==> src/rtl/in_reg_bank_if.sv <==
`default_nettype none
// ============================================================================
// Module   : in_reg_bank_if
// Brief    : Pad-side / fabric-side signal bundle for the input register bank.
// Revision : 1.0  initial release
// ============================================================================
interface in_reg_bank_if #(
    parameter int WIDTH = 8
);
    logic [WIDTH-1:0] A2F;
    logic [WIDTH-1:0] ISEL;
    logic [WIDTH-1:0] FIXHOLD;
    logic             IQE;
    logic             CHG_ACK;
    logic [WIDTH-1:0] IQZ;
    logic [WIDTH-1:0] CHG_MASK;
    logic             CHG_IRQ;

    modport slave (
        input  A2F, ISEL, FIXHOLD, IQE, CHG_ACK,
        output IQZ, CHG_MASK, CHG_IRQ
    );

    modport master (
        output A2F, ISEL, FIXHOLD, IQE, CHG_ACK,
        input  IQZ, CHG_MASK, CHG_IRQ
    );
endinterface
`default_nettype wire

==> src/rtl/in_reg_bank.sv <==
`default_nettype none
// ============================================================================
// Module   : in_reg_bank
// Brief    : Multi-channel pad input register with optional extra sync stage,
//            per-channel glitch filter, raw bypass and sticky change detect.
// Revision : 1.0  initial release
// ============================================================================
module in_reg_bank #(
    parameter int WIDTH    = 8,
    parameter int FILT_CNT = 0
) (
    input  logic          IQC,
    input  logic          QRT,
    in_reg_bank_if.slave  bus
);

    logic [WIDTH-1:0] s0_q, s1_q;
    logic [WIDTH-1:0] synced;
    logic [WIDTH-1:0] filt, filt_d;
    logic [WIDTH-1:0] toggle;
    logic [WIDTH-1:0] mask_q, mask_d;
    logic             irq_q;

    always_ff @(posedge IQC or posedge QRT) begin
        if (QRT) begin
            s0_q <= '0;
            s1_q <= '0;
        end else if (bus.IQE) begin
            s0_q <= bus.A2F;
            s1_q <= s0_q;
        end
    end

    assign synced = (bus.FIXHOLD & s1_q) | (~bus.FIXHOLD & s0_q);

    if (FILT_CNT == 0) begin : g_nofilt
        // Without a filter the value after the edge is what synced will become.
        assign filt   = synced;
        assign filt_d = bus.IQE ? ((bus.FIXHOLD & s0_q) | (~bus.FIXHOLD & bus.A2F))
                                : synced;
    end else begin : g_filt
        localparam int              c_CW   = $clog2(FILT_CNT + 1);
        localparam logic [c_CW-1:0] c_LAST = c_CW'(FILT_CNT - 1);

        for (genvar i = 0; i < WIDTH; i++) begin : g_ch
            logic [c_CW-1:0] cnt_q, cnt_d;
            logic            f_q, f_d;

            always_comb begin
                cnt_d = cnt_q;
                f_d   = f_q;
                if (bus.IQE) begin
                    if (synced[i] == f_q) begin
                        cnt_d = '0;
                    end else if (cnt_q == c_LAST) begin
                        f_d   = synced[i];
                        cnt_d = '0;
                    end else begin
                        cnt_d = cnt_q + 1'b1;
                    end
                end
            end

            always_ff @(posedge IQC or posedge QRT) begin
                if (QRT) begin
                    cnt_q <= '0;
                    f_q   <= 1'b0;
                end else begin
                    cnt_q <= cnt_d;
                    f_q   <= f_d;
                end
            end

            assign filt[i]   = f_q;
            assign filt_d[i] = f_d;
        end
    end

    // An ack on the same edge as a fresh toggle keeps only the fresh bits.
    assign toggle = filt_d ^ filt;
    assign mask_d = (bus.CHG_ACK ? '0 : mask_q) | toggle;

    always_ff @(posedge IQC or posedge QRT) begin
        if (QRT) begin
            mask_q <= '0;
            irq_q  <= 1'b0;
        end else begin
            mask_q <= mask_d;
            irq_q  <= |mask_d;
        end
    end

    assign bus.IQZ      = (bus.ISEL & bus.A2F) | (~bus.ISEL & filt);
    assign bus.CHG_MASK = mask_q;
    assign bus.CHG_IRQ  = irq_q;

endmodule
`default_nettype wire

==> src/flat_wrapper.sv <==
// flat-port wrapper written by rule: the top's interface ports become plain ports
module in_reg_bank_flat 
#(
    parameter int WIDTH    = 8,
    parameter int FILT_CNT = 0
)
  (IQC, QRT, bus_A2F, bus_ISEL, bus_FIXHOLD, bus_IQE, bus_CHG_ACK, bus_IQZ, bus_CHG_MASK, bus_CHG_IRQ);
  in_reg_bank_if #(.WIDTH(WIDTH)) bus_i ();
  input  logic IQC;
  input  logic QRT;
  input wire logic [$bits(bus_i.A2F)-1:0] bus_A2F;
  input wire logic [$bits(bus_i.ISEL)-1:0] bus_ISEL;
  input wire logic [$bits(bus_i.FIXHOLD)-1:0] bus_FIXHOLD;
  input wire logic [$bits(bus_i.IQE)-1:0] bus_IQE;
  input wire logic [$bits(bus_i.CHG_ACK)-1:0] bus_CHG_ACK;
  output wire logic [$bits(bus_i.IQZ)-1:0] bus_IQZ;
  output wire logic [$bits(bus_i.CHG_MASK)-1:0] bus_CHG_MASK;
  output wire logic [$bits(bus_i.CHG_IRQ)-1:0] bus_CHG_IRQ;
  assign bus_i.A2F = bus_A2F;
  assign bus_i.ISEL = bus_ISEL;
  assign bus_i.FIXHOLD = bus_FIXHOLD;
  assign bus_i.IQE = bus_IQE;
  assign bus_i.CHG_ACK = bus_CHG_ACK;
  assign bus_IQZ = bus_i.IQZ;
  assign bus_CHG_MASK = bus_i.CHG_MASK;
  assign bus_CHG_IRQ = bus_i.CHG_IRQ;
  in_reg_bank #(.WIDTH(WIDTH), .FILT_CNT(FILT_CNT)) u_core (.IQC(IQC), .QRT(QRT), .bus(bus_i));
endmodule
==> config.mk <==
export PLATFORM = sky130hd
export DESIGN_NAME = in_reg_bank_flat
export DESIGN_NICKNAME = d
export VERILOG_FILES = /design/src/rtl/in_reg_bank_if.sv /design/src/rtl/in_reg_bank.sv /design/src/flat_wrapper.sv
export SDC_FILE = /design/constraint.sdc
export NUM_CORES = 1
export LEC_CHECK = 0
export BUFFER_PORTS_ARGS = -buffer_cell sky130_fd_sc_hd__buf_4
export CAP_MARGIN = 20
export CORE_AREA = 2 2 53 55
export CTS_CLUSTER_SIZE = 14
export DETAILED_ROUTE_END_ITERATION = 16
export DIE_AREA = 0 0 55 57
export MAX_ROUTING_LAYER = met4
export PLACE_DENSITY_LB_ADDON = 0.2
export SYNTH_ARGS = -nofsm -noshare
export SYNTH_HDL_FRONTEND = slang
export SYNTH_SLANG_ARGS = --single-unit
export TNS_END_PERCENT = 10
==> constraint.sdc <==
create_clock -name IQC -period 3 [get_ports IQC]
set_clock_uncertainty 0.15 [all_clocks]
set_input_delay 0.3 -clock IQC [delete_from_list [all_inputs] [get_ports IQC]]
set_output_delay 0.3 -clock IQC [all_outputs]
set_load 0.005 [all_outputs]
=== Word-level counts from Yosys, hierarchy flattened ===
Index checks and enable logic that the tools add are counted.

* Register bits after elaboration: 25
* Output and inout bits: 17
* Input port bits: 28
* Logic and storage cells: 20

* Reduce and logical (&&, ||, !) cells: 1
* Muxes and demuxes: 2
* Bitwise logic cells: 13

{| class="wikitable"
|+ Operators by type and width
! operator !! number
|-
| bitwise AND 8 bit || 6
|-
| OR 8 bit || 4
|-
| 2-to-1 mux 8 bit || 2
|-
| NOT 8 bit || 2
|-
| OR reduction 8 bit || 1
|-
| XOR 8 bit || 1
|}

=== Depth between registers and ports, before layout ===
Gate-level depths: netlist (run 1).

* Word-level depth: 7
* Gate-level depth with buffers: 5
* Gate-level depth less buffers: 4

=== Worst setup path after synthesis (run 1) ===
Ideal clock, no wire load.

* Path kind: reg2reg
* Start: register u_core.s1_q[6]
* End: register u_core.irq_q (netlist: u_core.bus.CHG_IRQ)
* Period minus slack after synthesis: 1380 ps
* Path slack: 1620 ps
* Cell stages (with the launch flop): 5
* Data required time: 2707 ps
* Data arrival time: 1087 ps
* Library setup time: 143 ps
* Path buffers: 0
* Cell sequence: dfrtp_1 mux2i_1 mux2i_1 a2111oi_1 nand4_1

* Longest elaborated chain between the ends: 6

{| class="wikitable"
|+ Ends and longest elaborated chain
! item !! RTL line !! source
|-
| start, declared || in_reg_bank.sv:17 || <nowiki>logic [WIDTH-1:0] s0_q, s1_q;</nowiki>
|-
| start signal, assigned || in_reg_bank.sv:30 || <nowiki>s1_q <= s0_q;</nowiki>
|-
| bitwise AND 8 bit * || in_reg_bank.sv:34 || <nowiki>assign synced = (bus.FIXHOLD & s1_q) | (~bus.FIXHOLD & s0_q);</nowiki>
|-
| OR 8 bit * || in_reg_bank.sv:34 ||
|-
| 2-to-1 mux 8 bit || in_reg_bank.sv:39 || <nowiki>assign filt_d = bus.IQE ? ((bus.FIXHOLD & s0_q) | (~bus.FIXHOLD & bus.A2F))</nowiki>
|-
| XOR 8 bit * || in_reg_bank.sv:80 || <nowiki>assign toggle = filt_d ^ filt;</nowiki>
|-
| OR 8 bit * || in_reg_bank.sv:81 || <nowiki>assign mask_d = (bus.CHG_ACK ? '0 : mask_q) | toggle;</nowiki>
|-
| OR reduction 8 bit * || in_reg_bank.sv:89 || <nowiki>irq_q <= |mask_d;</nowiki>
|-
| end signal, assigned || in_reg_bank.sv:89 ||
|-
| end, declared || in_reg_bank.sv:22 || <nowiki>logic irq_q;</nowiki>
|}

Mark *: on every way between the ends. The rest lies on a longest branch, timed or not.
A chain may end at the register's enable or synchronous reset.

=== Final worst setup path (run 1) ===
* Start: register u_core.s0_q[3]
* End: output port bus_IQZ[3]

* Longest elaborated chain between the ends: 4

{| class="wikitable"
|+ Ends and longest elaborated chain
! item !! RTL line !! source
|-
| start, declared || in_reg_bank.sv:17 ||
|-
| start signal, assigned || in_reg_bank.sv:29 || <nowiki>s0_q <= bus.A2F;</nowiki>
|-
| bitwise AND 8 bit || in_reg_bank.sv:34 ||
|-
| OR 8 bit || in_reg_bank.sv:34 ||
|-
| bitwise AND 8 bit || in_reg_bank.sv:93 || <nowiki>assign bus.IQZ = (bus.ISEL & bus.A2F) | (~bus.ISEL & filt);</nowiki>
|-
| OR 8 bit || in_reg_bank.sv:93 ||
|-
| end, declared || flat_wrapper.sv:16 || <nowiki>output wire logic [$bits(bus_i.IQZ)-1:0] bus_IQZ;</nowiki>
|}

No other way between the ends.

==> flow_metrics.env, run 1 <==
export IMPL_global_route_usage_met3=0.02356
export IMPL_antenna_found_initial=0
export IMPL_worstSetupStartpointType="register"
export IMPL_ios=45
export IMPL_syn_num_nets=141
export IMPL_ctsResizeCount=0
export IMPL_final_area_sq_mm=0.001672
export IMPL_cts_hold_buffers=0
export IMPL_dr_total_vias=998
export IMPL_first_pass_iters=4
export IMPL_cp_slowest_cell="dfrtp_1"
export IMPL_rows=19
export IMPL_worst_hold_path_type="input pin to async pin"
export IMPL_worst_slew_pin_slew_ns=0.9210
export IMPL_synth_common_cells="dfrtp_1, mux2i_1, mux2_2, o21ai_0, nand2_1"
export IMPL_irDropWorstVdd_mv=0.3479
export IMPL_crit_required_ns=2.55
export IMPL_synth_seq_cells=25
export IMPL_maxCapViolations=0
export IMPL_path_class="register to output pin"
export IMPL_grt_use_met2=0.2942
export IMPL_crit_path_cell_trace="mux2i_1, o21ai_0, buf_4"
export IMPL_drive_above_1_share=0.3987
export IMPL_nNetsFinal=187
export IMPL_post_dp_hpwl_mm=1.842
export IMPL_nFillCells=219
export IMPL_instances_no_fill=189
export IMPL_grt_pass1_wl_mm=3.870
export IMPL_grt_use_met1=0.1948
export IMPL_p_leak_nw=0.8225
export IMPL_endpoint_kind="output pin"
export IMPL_power_uw=794.1
export IMPL_crit_family="flip-flops"
export IMPL_hold_viol_final=0
export IMPL_top_usage_layer="met2"
export IMPL_cts_max_level=1
export IMPL_slew_violations=0
export IMPL_coreArea_sq_mm=0.002615
export IMPL_path_max_fanout=4
export IMPL_numCtsBuffers=3
export IMPL_ys_warn_count=0
export IMPL_rsz0062_at_grt="false"
export IMPL_syn_inst=113
export IMPL_clock_sinks=25
export IMPL_dpl_cell_area_sq_mm=0.001642
export IMPL_grt_max_degree=31
export IMPL_ant_nets=0
export IMPL_place_inst=185
export IMPL_tritoncts="yes"
export IMPL_setup_violations=0
export IMPL_fin_tns_setup_ns=0
export IMPL_power_density_mw_per_mm2=475.0
export IMPL_syn_to_final_growth_pct=29.96
export IMPL_synthTopCellsByArea="dfrtp_1, mux2i_1, mux2_2"
export IMPL_critical_path_max_stage_delay_ns=0.44
export IMPL_clk_latency_ns=0.31
export IMPL_hold_worst_slack_ns=0.02261
export IMPL_viasPerCell=5.280
export IMPL_yosysMostFrequentCell="dfrtp_1"
export IMPL_drc=0
export IMPL_start_util=0.4919
export IMPL_routabilityCongestion=0.7355
export IMPL_syn_cell_area_sq_mm=0.001286
export IMPL_maxSlewHeadroom=0.3853
export IMPL_yosysTopAreaCellShare=0.4864
export IMPL_die_w_microns=55
export IMPL_yosysUniqueCellTypes=21
export IMPL_clk_pin_slew_worst_paths_ns=0.14
export IMPL_worstPathArrival_ns=1.11
export IMPL_yosysSeqAreaShare=0.4864
export IMPL_avgSynthCellArea_sq_um=11.38
export IMPL_worstPathBufferInverterCount=1
export IMPL_cts_setup_buffers=0
export IMPL_fmax_mhz=639.3
export IMPL_timing_final_crit_share=0.5214
export IMPL_synth_top_area_cell="dfrtp_1"
export IMPL_root_buffer="clkbuf_4"
export IMPL_cts_buffer_depth=2
export IMPL_period_minus_slack_ns=1.564
export IMPL_wl_mm=2.396
export IMPL_async_flop_share=1.000
export IMPL_n_antenna_cell=0
export IMPL_status="complete, no violations"
export IMPL_die_area_sq_mm=0.003135
export IMPL_track_usage=0.1703
export IMPL_die_height_microns=57
export IMPL_port_buffer_count=44
export IMPL_first_global_vias=965
export IMPL_synth_edff_count=0
export IMPL_wire_per_inst_microns=12.68
export IMPL_drt_initial_drc_count=8
export IMPL_ys_flop_type="dfrtp_1"
export IMPL_overflow=0
[placed cells by master (no fill, tap or decap), types with 2 or more instances in the layout]
master    Yosys  layout
xnor2_1       5       5
nor2b_1       2       2
inv_1         5       5
nand2_1      11      11
a22o_1        4       4
a21o_1        2       2
buf_4         0      44
dfrtp_1      25      25
clkbuf_4      0       3
nand2b_1      3       3
o21ai_0      13      13
mux2_2       13      13
mux2i_1      19      19
[metrics by stage]
step | setup WS, ns | util
after floorplan | 1.620 | -
after global placement | 1.487 | 0.6278
after detailed placement | 1.401 | 0.6278
after CTS | 1.412 | 0.6392
after global routing | 1.309 | 0.6392
final | 1.436 | 0.6392
[sequential cells by signal (all words and copies together), names as in the netlist]
signal	count
u_core.bus.CHG_MASK	8
u_core.s1_q	8
u_core.s0_q	8
u_core.bus.CHG_IRQ	1
[worst register-to-register path: stages (launching register included)]
cell,delay [ns]
dfrtp_1,0.43
mux2i_1,0.17
mux2i_1,0.11
a2111oi_1,0.39
nand4_1,0.15
[worst paths after layout]
kind	startpoint	to	slack, ns	cells past startpoint
max	u_core.s0_q[3]	bus_IQZ[3]	1.44	3
min	QRT	u_core.bus.CHG_MASK[3]	0.02	2
max reg2reg	u_core.s1_q[6]	u_core.bus.CHG_IRQ	1.48	4
min reg2reg	u_core.bus.CHG_MASK[6]	u_core.bus.CHG_MASK[6]	0.38	1
max in group asynchronous	QRT	u_core.s1_q[6]	2.12	2
min in group IQC	bus_A2F[2]	u_core.s0_q[2]	0.08	2
[where the power goes]
part           internal, mW  switching [mW]
Sequential            0.384          0.0387
Combinational         0.135          0.0854
Clock                0.0508           0.100
[cells by family after synthesis]
group	count (synthesis)	synth area share
simple gates	20	0.07296
xor+xnor	5	0.03405
mux	32	0.2617
buf+inv	8	0.02529
flops	25	0.4864
compound gates	23	0.1196
[layer usage]
metal | part of all wire | wire [microns] | up-vias
met3 | 0.062 | 149 | 4
met1 | 0.41 | 985 | 471
met4 | 0.0092 | 22 | 0
li1 | - | - | 492
met5 | 0 | 0 | -
met2 | 0.52 | 1240 | 31
[area by class of cell]
cell class                      count  area [sq um]  area share
Inverter                            5         18.77     0.01123
Tap cell                           31         38.79     0.02320
Clock inverter                      1         7.507    0.004491
Clock buffer                        3         22.52     0.01347
Sequential cell                    25         625.6      0.3743
Multi-Input combinational cell     80         628.1      0.3757
Timing Repair Buffer               44         330.3      0.1976
No activity file was read; power rests on OpenSTA's default activity.
==> run 2: changes to the inputs <==
--- a/config.mk
+++ b/config.mk
@@ -7,10 +7,10 @@
 export LEC_CHECK = 0
 export BUFFER_PORTS_ARGS = -buffer_cell sky130_fd_sc_hd__buf_4
 export CAP_MARGIN = 20
-export CORE_AREA = 2 2 53 55
+export CORE_AREA = 2 2 58 60
 export CTS_CLUSTER_SIZE = 14
 export DETAILED_ROUTE_END_ITERATION = 16
-export DIE_AREA = 0 0 55 57
+export DIE_AREA = 0 0 60 62
 export MAX_ROUTING_LAYER = met4
 export PLACE_DENSITY_LB_ADDON = 0.2
 export SYNTH_ARGS = -nofsm -noshare
==> constraint.sdc (replaced) <==
create_clock -name IQC -period 1.43 [get_ports IQC]
set_clock_uncertainty 0.15 [all_clocks]
set_input_delay 0.143 -clock IQC [delete_from_list [all_inputs] [get_ports IQC]]
set_output_delay 0.143 -clock IQC [all_outputs]
set_load 0.005 [all_outputs]
==> run 2 against run 1 <==
  * The run now ends with negative setup slack left
  * Sequential power increased by 110%
  * Hold slack got worse by 0.022 ns
  * Non-clock buffer count increased by 14
  * Core utilization decreased by 6.5 points
  * Via count increased by 5.3%
  * Combinational power increased by 130%
  * Critical path depth increased by 1
  * Critical path type unchanged
==> flow_metrics.env, run 2 (synthesis results as in run 1) <==
export IMPL_rrSetupSlack_ns=-0.03
export IMPL_drt_initial_drc_count=21
export IMPL_nFillCells=299
export IMPL_worstSetupEndpoint="bus_IQZ[5]"
export IMPL_worstSetupStartpointType="register"
export IMPL_final_common_cell="buf_4"
export IMPL_die_w_microns=60
export IMPL_period_minus_slack_ns=1.458
export IMPL_die_height_microns=62
export IMPL_worstPathArrival_ns=1.16
export IMPL_coreArea_sq_mm=0.003179
export IMPL_grt_max_degree=26
export IMPL_wl_mm=2.551
export IMPL_reg2reg_depth=4
export IMPL_grt_pass1_wl_mm=4.153
export IMPL_setup_violations=2
export IMPL_ant_nets=0
export IMPL_first_global_vias=1010
export IMPL_status="finished with violations"
export IMPL_irDropWorstVdd_mv=0.4540
export IMPL_ios=45
export IMPL_worst_slew_pin_slew_ns=0.3188
export IMPL_wire_per_inst_microns=11.70
export IMPL_syn_to_final_growth_pct=41.93
export IMPL_power_density_mw_per_mm2=940.8
export IMPL_violations="negative setup slack"
export IMPL_drc=0
export IMPL_antenna_found_initial=0
export IMPL_first_pass_iters=4
export IMPL_maxCapViolations=0
export IMPL_p_leak_nw=0.8876
export IMPL_clock_sinks=25
export IMPL_routabilityCongestion=0.6984
export IMPL_clk_pin_slew_worst_paths_ns=0.13
export IMPL_setup_ws_ns=-0.02789
export IMPL_nNetsFinal=201
export IMPL_maxSlewHeadroom=0.7874
export IMPL_fmax_mhz=685.9
export IMPL_port_buffer_count=44
export IMPL_die_area_sq_mm=0.003720
export IMPL_path_class="register to output pin"
export IMPL_reg2reg_to="u_core.bus.CHG_IRQ"
export IMPL_endpoint_kind="output pin"
export IMPL_root_buffer="clkbuf_4"
export IMPL_cts_setup_buffers=0
export IMPL_crit_required_ns=1.14
export IMPL_post_place_ws_ns=-0.1109
export IMPL_slew_violations=0
export IMPL_layout_common_cells="buf_4, dfrtp_1, mux2i_1"
export IMPL_worst_hold_path_type="input pin to register"
export IMPL_viasPerCell=4.821
export IMPL_rows=21
export IMPL_crit_start="u_core.s1_q[5]"
export IMPL_n_antenna_cell=0
export IMPL_timing_final_crit_share=1.020
export IMPL_drive_above_1_share=0.3895
export IMPL_clk_latency_ns=0.32
export IMPL_hold_viol_final=0
export IMPL_dpl_cell_area_sq_mm=0.001698
export IMPL_track_usage=0.1562
export IMPL_start_util=0.4046
export IMPL_overflow=0
export IMPL_cts_buffer_depth=2
export IMPL_cts_max_level=1
export IMPL_rr_startpoint="u_core.s1_q[4]"
export IMPL_post_dp_hpwl_mm=1.901
export IMPL_numCtsBuffers=3
export IMPL_dr_total_vias=1051
export IMPL_tritoncts="yes"
export IMPL_rsz0062_at_grt="true"
export IMPL_final_area_sq_mm=0.001826
export IMPL_path_max_fanout=2
## run 2: cell count changes in the layout (fill, tap and decap cells not counted)
cell / delta
a2111oi_1: -1
a2111oi_2: +1
buf_4: +3
buf_6: +1
clkbuf_1: +1
clkinvlp_4: -1
dlygate4sd3_1: +10
o21ai_0: -8
o21ai_1: +8
## run 2: repair_timing
action                     4_1_cts  5_1_grt
hold endpoints to repair        33        1
pin swaps                        2        5
resized for setup                3        7
hold buffers                     9        1
setup endpoints to repair        3        9
## run 2: per-layer routing
| metal | global-route usage | part of all wire | vias up |
|---|---|---|---|
| li1 | - | - | 519 |
| met3 | 0.01863 | 0.048 | 4 |
| met4 | 0.07619 | 0.012 | 0 |
| met1 | 0.1870 | 0.44 | 498 |
| met2 | 0.2624 | 0.50 | 30 |
| met5 | - | 0 | - |
## run 2: cell type report
cell class | count | area [sq um] | share of cell area
flip-flops and latches | 25 | 625.6 | 0.3427
repair buffers | 58 | 464.2 | 0.2543
well taps | 46 | 57.56 | 0.03153
multi-input cells | 80 | 633.1 | 0.3468
inverters | 5 | 18.77 | 0.01028
clock buffers | 4 | 26.28 | 0.01439
## run 2: worst min-delay path by stage
stage | from | end | cells after the start
global placement | QRT | u_core.s0_q[1] | 3
floorplan | QRT | u_core.bus.CHG_IRQ | 1
finish | bus_CHG_ACK | u_core.bus.CHG_MASK[4] | 3
CTS | bus_IQE | u_core.s1_q[7] | 2
global route | bus_CHG_ACK | u_core.bus.CHG_MASK[4] | 3
detailed placement | QRT | u_core.s0_q[1] | 3
## run 2: critical path: stages, from the launching register on
cell and delay [ns]:
dfrtp_1 0.41, buf_6 0.12, mux2i_1 0.12, o21ai_1 0.08, buf_4 0.13
## run 2: stage by stage
step / setup TNS (ns) / hold WS [ns] / utilization / power (mW) / std cells
final: -0.05501 / 0.0004593 / 0.5742 / 1.717 / 218
after global routing: -0.5031 / 0.009620 / 0.5742 / 1.831 / 218
after CTS: -0.06780 / 0.001317 / 0.5699 / 1.729 / 217
after detailed placement: -0.1109 / 0.06965 / 0.5340 / 1.394 / 205
after global placement: -0.0005599 / 0.06674 / 0.5340 / 1.375 / 205
after floorplan: 0 / 0.02032 / - / 1.140 / 113
## run 2: report_power, final
group | total [mW] | leakage, nW | internal (mW) | switching (mW)
sequential | 0.890 | 0.295 | 0.805 | 0.0848
clock | 0.314 | 0.0150 | 0.109 | 0.205
combinational | 0.514 | 0.577 | 0.320 | 0.194
total | 1.72 | 0.888 | 1.23 | 0.484
==> run 3: changes to the inputs <==
--- a/config.mk
+++ b/config.mk
@@ -11,8 +11,8 @@
 export CTS_CLUSTER_SIZE = 14
 export DETAILED_ROUTE_END_ITERATION = 16
 export DIE_AREA = 0 0 60 62
-export MAX_ROUTING_LAYER = met4
 export PLACE_DENSITY_LB_ADDON = 0.2
+export SETUP_SLACK_MARGIN = 0.3
 export SYNTH_ARGS = -nofsm -noshare
 export SYNTH_HDL_FRONTEND = slang
 export SYNTH_SLANG_ARGS = --single-unit
==> run 3 against run 2 <==
  * The flow still finishes with violations (negative setup slack)
  * Final cell count grew 2.8%
  * Setup slack got worse by 0.024 ns
  * Sequential share of layout area decreased by 1.6 points
  * Combinational power rose by 17%
  * Via count increased by 2.2%
  * Register-to-register slack better by 0.03 ns
  * Wire length up 4.9%
  * Final area grew 5.0%
==> flow_metrics.env, run 3 (synthesis results as in run 1) <==
export IMPL_ios=45
export IMPL_syn_to_final_growth_pct=49.03
export IMPL_start_util=0.4046
export IMPL_clk_latency_ns=0.31
export IMPL_wl_met3_microns=156
export IMPL_numCtsBuffers=3
export IMPL_grt_max_degree=26
export IMPL_final_common_cell="buf_4"
export IMPL_cts_max_level=1
export IMPL_post_dp_hpwl_mm=1.872
export IMPL_track_usage=0.1529
export IMPL_n_antenna_cell=0
export IMPL_routabilityCongestion=0.6789
export IMPL_maxCapViolations=0
export IMPL_layout_common_cells="buf_4, dfrtp_1, mux2i_1"
export IMPL_fmax_mhz=674.6
export IMPL_setup_ws_ns=-0.05238
export IMPL_worst_hold_path_type="input pin to register"
export IMPL_clock_sinks=25
export IMPL_setup_violations=1
export IMPL_die_area_sq_mm=0.003720
export IMPL_viasPerCell=4.795
export IMPL_clk_pin_slew_worst_paths_ns=0.13
export IMPL_die_w_microns=60
export IMPL_rrSetupSlack_ns=0
export IMPL_irDropWorstVdd_mv=0.5267
export IMPL_wl_met2_mm=1.430
export IMPL_grt_pass1_wl_mm=4.250
export IMPL_path_class="register to output pin"
export IMPL_nNetsFinal=207
export IMPL_worst_slew_pin_slew_ns=0.3253
export IMPL_p_leak_nw=0.9273
export IMPL_overflow=0
export IMPL_path_max_fanout=2
export IMPL_hold_viol_final=0
export IMPL_first_global_vias=1022
export IMPL_violations="negative setup slack"
export IMPL_die_height_microns=62
export IMPL_wl_mm=2.677
export IMPL_power_mw=1.804
export IMPL_rows=21
export IMPL_rsz0062_at_grt="true"
export IMPL_slew_violations=0
export IMPL_period_minus_slack_ns=1.482
export IMPL_ant_nets=0
export IMPL_drc=0
export IMPL_worstPathArrival_ns=1.19
export IMPL_coreArea_sq_mm=0.003179
export IMPL_antenna_found_initial=0
export IMPL_drt_initial_drc_count=10
export IMPL_route_top_layer_used="met4"
export IMPL_root_buffer="clkbuf_4"
export IMPL_worstSetupStartpointType="register"
export IMPL_maxSlewHeadroom=0.7826
export IMPL_power_density_mw_per_mm2=941.1
export IMPL_crit_required_ns=1.14
export IMPL_tritoncts="yes"
export IMPL_dr_total_vias=1074
export IMPL_wire_per_inst_microns=11.95
export IMPL_first_pass_iters=4
export IMPL_port_buffer_count=44
export IMPL_endpoint_kind="output pin"
export IMPL_fin_tns_setup_ns=-0.05238
export IMPL_timing_final_crit_share=1.037
export IMPL_status="finished with violations"
export IMPL_drive_above_1_share=0.4045
export IMPL_cts_buffer_depth=2
export IMPL_drt_met1_wl_mm=1.075
==> run 3: changes by cell type in the layout (fill, tap and decap cells not counted) <==
cell	change
a2111oi_1	+1
a2111oi_2	-1
buf_4	-7
buf_6	+12
dlygate4sd3_1	+1
mux2i_1	-1
mux2i_2	+1
==> run 3: where the power goes <==
group          internal (mW)  switching [mW]
logic                  0.388           0.212
clock network          0.109           0.205
registers              0.805          0.0846
==> run 3: routing by layer <==
metal	vias up	track usage
met2	27	0.2733
met4	0	0.06667
li1	530	-
met5	-	0
met3	2	0.02899
met1	515	0.1793
==> run 3: layout make-up <==
cell class,count,area (sq um)
multi-input combinational,80,631.9
timing repair buffer,64,556.8
fill,282,1262
inverter,5,18.77
clock buffer,4,26.28
tap,46,57.56
sequential,25,625.6
==> run 3: worst paths after layout <==
path                                              from                     end  cells after the start
min in group asynchronous                          QRT          u_core.s0_q[1]                      4
max in group asynchronous                          QRT          u_core.s1_q[6]                      4
worst max-delay path                    u_core.s1_q[5]              bus_IQZ[5]                      4
worst min-delay path                           bus_IQE  u_core.bus.CHG_MASK[4]                      2
worst min register to register  u_core.bus.CHG_MASK[6]  u_core.bus.CHG_MASK[6]                      1
worst max register to register          u_core.s1_q[6]      u_core.bus.CHG_IRQ                      4
==> run 3: through the flow <==
step	hold WS, ns	instances	util	instance area, sq um	worst slack [ns]
global route	0.02678	224	0.6029	1917	-0.1229
CTS	0.0008447	219	0.5868	1866	-0.08418
detailed placement	0.07245	203	0.5293	1683	0.01193
global placement	0.06754	203	0.5293	1683	0.02839
finish	0.02247	224	0.6029	1917	-0.05238
floorplan	0.02032	113	-	1286	0.09678
==> run 3: worst max-delay path: stages (launching register included) <==
cell,delay [ns]
dfrtp_1,0.41
buf_6,0.12
mux2i_1,0.14
o21ai_1,0.08
buf_4,0.13
==> run 3: what timing repair did <==
item                                   in CTS  in global routing
hold buffers                               10                  1
pin swaps                                  12                 16
setup buffers                               2                  4
setup endpoints to repair                  23                 26
endpoints found under the hold margin      34                  1
resized for setup                          19                  3
